## config.mk

```make
export PLATFORM = sky130hd
export DESIGN_NAME = spi_ram
export DESIGN_NICKNAME = d
export VERILOG_FILES = /design/src/rtl/spi_ram.sv
export SDC_FILE = /design/constraint.sdc
export NUM_CORES = 2
export LEC_CHECK = 0
export CAP_MARGIN = 20
export CORE_MARGIN = 2
export CORE_UTILIZATION = 47
export CTS_BUF_LIST = sky130_fd_sc_hd__clkbuf_16
export DETAILED_ROUTE_END_ITERATION = 8
export PLACE_DENSITY = 0.68
export RECOVER_POWER = 50
export SYNTH_ARGS = -nofsm -noshare
export SYNTH_HDL_FRONTEND = slang
export SYNTH_SLANG_ARGS = --single-unit
export TNS_END_PERCENT = 30
```

## constraint.sdc

```tcl
create_clock -name clk -period 3.5 [get_ports clk]
set_input_delay 0.35 -clock clk [delete_from_list [all_inputs] [get_ports clk]]
set_output_delay 0.35 -clock clk [all_outputs]
set_load 0.03 [all_outputs]
```

## src/rtl/spi_ram.sv

```systemverilog
// spi_ram: single-port synchronous memory driven by 10-bit SPI command words.
// Each accepted word is decoded by din[9:8] into write-address, write-data,
// read-address or read-data. Write and read addresses live in separate
// auto-incrementing registers; read data is returned with a one-cycle
// tx_valid pulse.
//
// Ports:
//   clk       in   1   rising-edge clock
//   rst_n     in   1   synchronous active-low reset
//   din       in  10   command word {opcode[1:0], payload[7:0]}
//   rx_valid  in   1   din holds a command this cycle
//   dout      out  8   last read data (held between reads)
//   tx_valid  out  1   one-cycle pulse, dout carries new read data
//   cmd_err   out  1   sticky: data command issued before its address
module spi_ram #(
  parameter int MEM_DEPTH = 256,
  parameter int ADDR_SIZE = 8
) (
  input  logic       clk,
  input  logic       rst_n,
  input  logic [9:0] din,
  input  logic       rx_valid,
  output logic [7:0] dout,
  output logic       tx_valid,
  output logic       cmd_err
);

  // State encoding is {rd_addr_ok, wr_addr_ok}.
  typedef enum logic [1:0] {
    NO_ADDR = 2'b00,
    WADDR   = 2'b01,
    RADDR   = 2'b10,
    BOTH    = 2'b11
  } state_t;

  localparam logic [1:0] OP_WR_ADDR = 2'b00;
  localparam logic [1:0] OP_WR_DATA = 2'b01;
  localparam logic [1:0] OP_RD_ADDR = 2'b10;
  localparam logic [1:0] OP_RD_DATA = 2'b11;

  logic [7:0] mem [MEM_DEPTH];

  state_t                 state_reg, state_next;
  logic [ADDR_SIZE-1:0]   wr_addr_reg, wr_addr_next;
  logic [ADDR_SIZE-1:0]   rd_addr_reg, rd_addr_next;
  logic [7:0]             dout_reg;
  logic                   tx_valid_reg;
  logic                   cmd_err_reg;
  logic                   wr_en;
  logic                   rd_en;
  logic                   err_set;

  always_comb begin
    state_next   = state_reg;
    wr_addr_next = wr_addr_reg;
    rd_addr_next = rd_addr_reg;
    wr_en        = 1'b0;
    rd_en        = 1'b0;
    err_set      = 1'b0;
    if (rx_valid) begin
      case (din[9:8])
        OP_WR_ADDR: begin
          wr_addr_next = din[ADDR_SIZE-1:0];
          // Address-loaded flags are only ever set here, never cleared.
          state_next   = state_t'(state_reg | WADDR);
        end
        OP_WR_DATA: begin
          if (state_reg[0]) begin
            wr_en        = 1'b1;
            wr_addr_next = wr_addr_reg + ADDR_SIZE'(1);
          end else begin
            err_set = 1'b1;
          end
        end
        OP_RD_ADDR: begin
          rd_addr_next = din[ADDR_SIZE-1:0];
          state_next   = state_t'(state_reg | RADDR);
        end
        default: begin // OP_RD_DATA
          if (state_reg[1]) begin
            rd_en        = 1'b1;
            rd_addr_next = rd_addr_reg + ADDR_SIZE'(1);
          end else begin
            err_set = 1'b1;
          end
        end
      endcase
    end
  end

  // Memory is never reset; a command coincident with reset must not write.
  always_ff @(posedge clk) begin
    if (rst_n && wr_en) begin
      mem[wr_addr_reg] <= din[7:0];
    end
  end

  always_ff @(posedge clk) begin
    if (!rst_n) begin
      state_reg    <= NO_ADDR;
      wr_addr_reg  <= '0;
      rd_addr_reg  <= '0;
      dout_reg     <= 8'h00;
      tx_valid_reg <= 1'b0;
      cmd_err_reg  <= 1'b0;
    end else begin
      state_reg    <= state_next;
      wr_addr_reg  <= wr_addr_next;
      rd_addr_reg  <= rd_addr_next;
      tx_valid_reg <= rd_en;
      if (rd_en) begin
        dout_reg <= mem[rd_addr_reg];
      end
      if (err_set) begin
        cmd_err_reg <= 1'b1;
      end
    end
  end

  assign dout     = dout_reg;
  assign tx_valid = tx_valid_reg;
  assign cmd_err  = cmd_err_reg;

endmodule

```

# == After elaboration in Yosys (flattened, before gate mapping) ==
# Memory sizes are Yosys's and may differ from the RTL's. A register that Yosys moved wholly into a read port is not among the register bits.
# Index checks and enable logic that the tools add are counted.
# totals
regBits,20
latch_bits,0
mem_bits_rw,2048
romBits,0
input_bits,13
wordCells,44
mem_count,1
# classes
n_addsub,2
mul,0
div_mod_pow,0
n_lt_le_gt_ge,0
n_eq_ne,3
shifts,0
n_mux,17
bitwise,3
n_reduce_logical,12
# memory_table
name,depth,word_bits,read_ports,rd_clocked_by_memory_dff,wr,line,rtl
mem,256,8,1,1,1,41,logic [7:0] mem [MEM_DEPTH];
# op_table
cell,count
case mux 8 bit (2 select lines),2
"adder 8 x 1 -> 8 bit, second input constant",2
2-to-1 mux 8 bit,2
AND reduction 3 bit,4
2-to-1 mux 1 bit,11
case mux 2 bit (2 select lines),1
nonzero test 2 bit,2
OR reduction 2 bit,2
inverter 1 bit,3
OR reduction 3 bit,1
"== test 2 x 1 -> 1 bit, second input constant",1
"== test 2 bit, second input constant",1
zero test 2 bit,1
"!= test 2 bit, second input constant",1
case mux 1 bit (2 select lines),1
logical AND 1 bit,1
zero test 1 bit,1

# == Depth between registers and ports, before layout ==
# depth
ltp_word,6
ltp_mapped,13
ltp_nobuf,7

# == Least setup slack after synthesis ==
# Ideal clock, no wire load.
# synth_path
path_type,input-to-reg
start,input din[8]
end,memory mem[219][0] (enable)
setup_ns,0.370
arrival_time_ns,2.435
required_ns,3.130
slack_ns,0.695
cell_stages,7
n_path_buf,3
path_cell_list,clkbuf_1 -> nand2_1 -> nor4_1 -> clkbuf_1 -> nand3_1 -> clkbuf_1 -> nor2_1
# synth_between
elab_chain_cells,6
# synth_rtl
item,line,rtl
from (decl),21,"input logic [9:0] din,"
== test 2 x 1 -> 1 bit,61,case (din[9:8])
2-to-1 mux 1 bit,61,
2-to-1 mux 1 bit,60,if (rx_valid) begin
logical AND 1 bit,93,if (rst_n && wr_en) begin
2-to-1 mux 1 bit,93,
2-to-1 mux 1 bit (implied by the code),94,mem[wr_addr_reg] <= din[7:0];
to (decl),41,
# No other way between the ends.

==> results.yml <==
synthesis:
  syn_area_um2: 80900
  yosysTopAreaCell: "edfxtp_1"
  synth.distinct_cells: 65
  syn_avg_cell_area_um2: 21.2
  yosysTopAreaCellShare: 0.760
  yosysSeqAreaShare: 0.767
  synth_compound_area_frac: 0.0261
  yosys.area_share.simple: 0.0290
  synth_xor_area_frac: 0
  syn_nets: 3827
  synth_most_common_cell: "edfxtp_1"
  synth_top_flop_cell: "edfxtp_1"
  ys_seq_elements: 2076
  synth_edf_count: 2048
  synth.area.top_cells: "edfxtp_1, mux4_2, nor2_1"
  ys_top_cells_by_count: "edfxtp_1, mux4_2, nor2_1, mux2i_1, clkbuf_1"
  syn_inst: 3809
  synth.area.mux_share: 0.160
  yosys_warnings: 0
  synth_top_family_by_area: "multiplexers"
  async_flop_share: 0
  synthAdderAreaFrac: 0.000773
pwr:
  p_clk_frac: 0.413
  p_int_w: 0.0399
  seq_power_share: 0.540
  vdd_ir_drop_max_mv: 0.521
  switching_share: 0.212
  pwr_density_cell_nw_per_um2: 542
  pwr-share-comb: 0.047
  p_leak_nw: 29.5
  power.switching_w: 0.0108
sta:
  tightest_slew_ns: 3.75
  fin_tns_setup_ns: 0
  max-slew-margin-rel: -1.50
  layout_setup_ws_ns: 0.0411
  finalSetupViolCount: 0
  rsz0062_at_grt: "no"
  skew_ns: 0.0541
  clock.fmax_mhz: 289
  slew_viol_final: 1329
  finalCritPeriodShare: 0.988
  fin_crit_ns: 3.46
  finalHoldViolCount: 0
place:
  dpl.hpwl_um: 133000
  place_ws_ns: -0.0574
  placed_area_um2: 87400
  dp.cells: 6447
  gp_congestion: 0.897
  port_buffers: 22
clock_network:
  clk_latency_ns: 0.86
  clock-root-buffer: "clkbuf_16"
  cts_tree: "done"
  cts_buffers: 196
  ctsHoldBuffers: 0
  clockBufferDepth: 3
  cts.sinks: 2076
  clk_pin_slew_ns: 0.07
  cts-htree-levels: 4
setup_path:
  max_stage_delay_ns: 0.52
  arrival_ns: 4.21
  end_kind: "flop"
  r2r-end: "dout[6]$_SDFFE_PN0P_"
  rr_worst_depth: 10
  reg2reg_from: "rd_addr_reg[1]$_SDFFE_PN0P_"
  crit_path_max_fanout: 31
  cp_cell_sequence: "buf_12 -> buf_12 -> buf_4 -> mux4_2 -> mux2i_1 -> o22ai_1 -> o22a_1 -> nor4_2 -> buf_4 -> o21ai_1"
  worstSetupStartpointType: "flop"
  critical_path_class: "reg -> reg"
  crit_slowest_cell: "mux4_2"
  rrSetupSlack_ns: 0.04
  crit_required_ns: 4.25
detailed_routing:
  drt_iter0_markers: 5961
  drc: 0
  ant_nets: 0
  finalWirelength_um: 208000
  viasPerCell: 6.14
  routedWlPerCell_um: 30.5
  firstDrtPassIters: 6
  routed-via-count: 41800
grt:
  track_usage: 0.238
  grt_pass1_vias: 41400
  grt_max_degree: 109
  grt_overflow: 0
  antenna_found_initial: 6
  grt_pass1_wl_um: 298000
final_layout:
  largest_reg_flops: 2048
  drive_above_1_share: 0.305
  area_delta_synth_final_pct: 15.7
  fin_area_um2: 93600
  fin_cells: 6815
  largest_register: "mem"
  nNetsFinal: 4353
  utilization: 0.546
floorplan:
  die_h_um: 419
  dieArea_um2: 175000
  initial_core_util: 0.472
  core-area_um2: 171000
  die_width_um: 419
  ios: 23
  num_rows: 152
outcome:
  status: "complete, but fails checks"
  failed_checks: "max-capacitance violations, max-slew violations"
run:
  max-cap-violations: 18
min_path:
  holdPathEnd: "state_reg[0]$_SDFFE_PN0P_"
  hp-start: "rx_valid"
  hp-class: "in -> reg"
  whs_path_depth: 5
-- cell usage in the layout, fill, tap and decap left out, drive strengths merged, types with 11 or more instances in the layout --
| cell type | n |
|---|---|
| a211oi | 20 |
| a21oi | 46 |
| a221oi | 17 |
| a22oi | 56 |
| a31oi | 11 |
| buf | 512 |
| bufinv | 18 |
| clkbuf | 230 |
| clkdlybuf4s50 | 13 |
| clkinv | 100 |
| dfxtp | 28 |
| edfxtp | 2048 |
| inv | 52 |
| mux2i | 112 |
| mux4 | 522 |
| nand2 | 82 |
| nand2b | 14 |
| nand3 | 42 |
| nand4 | 12 |
| nor2 | 302 |
| nor2b | 19 |
| nor3 | 12 |
| o21ai | 49 |
| o22ai | 45 |
| or3 | 13 |
-- worst max path at each step --
stage | from | end | cells after the start
6_report | rd_addr_reg[1]$_SDFFE_PN0P_ | dout[6]$_SDFFE_PN0P_ | 10
5_1_grt | rd_addr_reg[0]$_SDFFE_PN0P_ | dout[0]$_SDFFE_PN0P_ | 10
4_1_cts | rd_addr_reg[0]$_SDFFE_PN0P_ | dout[4]$_SDFFE_PN0P_ | 10
3_5_place_dp | rd_addr_reg[1]$_SDFFE_PN0P_ | dout[6]$_SDFFE_PN0P_ | 10
3_3_place_gp | rd_addr_reg[0]$_SDFFE_PN0P_ | dout[0]$_SDFFE_PN0P_ | 9
2_1_floorplan | din[8] | mem[219][0]$_DFFE_PP_ | 7
-- metrics by stage --
stage / hold slack (ns) / power (W)
after floorplan: 0.440 / 0.0291
after global placement: 0.450 / 0.0302
after detailed placement: 0.464 / 0.0303
after CTS: 0.0524 / 0.0510
after global routing: 0.410 / 0.0520
final: 0.365 / 0.0507
-- layer usage --
metal  routed length [µm]  part of all wire  vias up  global-route usage
met5                    0                 0        -                   0
met4                 8410             0.040        0              0.0906
met3                20500             0.099      410              0.0436
met2                98200              0.47     2317               0.372
met1                80700              0.39    22100               0.337
li1                     -                 -    17000                   -
-- critical path: cells and delay by family (launching register included) --
| kind | cells | cell delay, ns |
|---|---|---|
| compound gates | 3 | 0.48 |
| buf+inv | 4 | 0.91 |
| flops | 1 | 0.50 |
| mux | 2 | 0.88 |
| simple gates | 1 | 0.51 |
-- repair_timing --
| action | in CTS | in global routing |
|---|---|---|
| buffers inserted | 0 | 0 |
| resized for setup | 5 | 1 |
| endpoints found under the setup margin | 4 | 1 |
-- power groups by stage --
stage / clock [W] / combinational, W / sequential, W
global route: 0.0221 / 0.00250 / 0.0274
global placement: 0 / 0.00237 / 0.0279
detailed placement: 0 / 0.00240 / 0.0279
floorplan: 0 / 0.00129 / 0.0279
finish: 0.0209 / 0.00237 / 0.0274
CTS: 0.0212 / 0.00241 / 0.0273
-- layout make-up --
class,count,area [µm²]
antenna,4,10.0
tap,2310,2890
timing repair buffer,560,4590
fill,12800,77800
clock inverter,167,1460
clock buffer,197,4930
sequential,2076,62100
inverter,11,46.3
multi-input combinational,1490,17600
-- cell families (layout without fill, tap and decap cells) --
| kind of cell | count (synthesis) | in the layout |
|---|---|---|
| other | 0 | 4 |
| adders and majority gates | 5 | 5 |
| and+or+nand+nor | 536 | 536 |
| muxes | 639 | 639 |
| DFF | 2076 | 2076 |
| AOI/OAI and AO/OA | 310 | 310 |
| buffers and inverters | 243 | 935 |
Note: power is estimated with default switching activity, not from simulation.
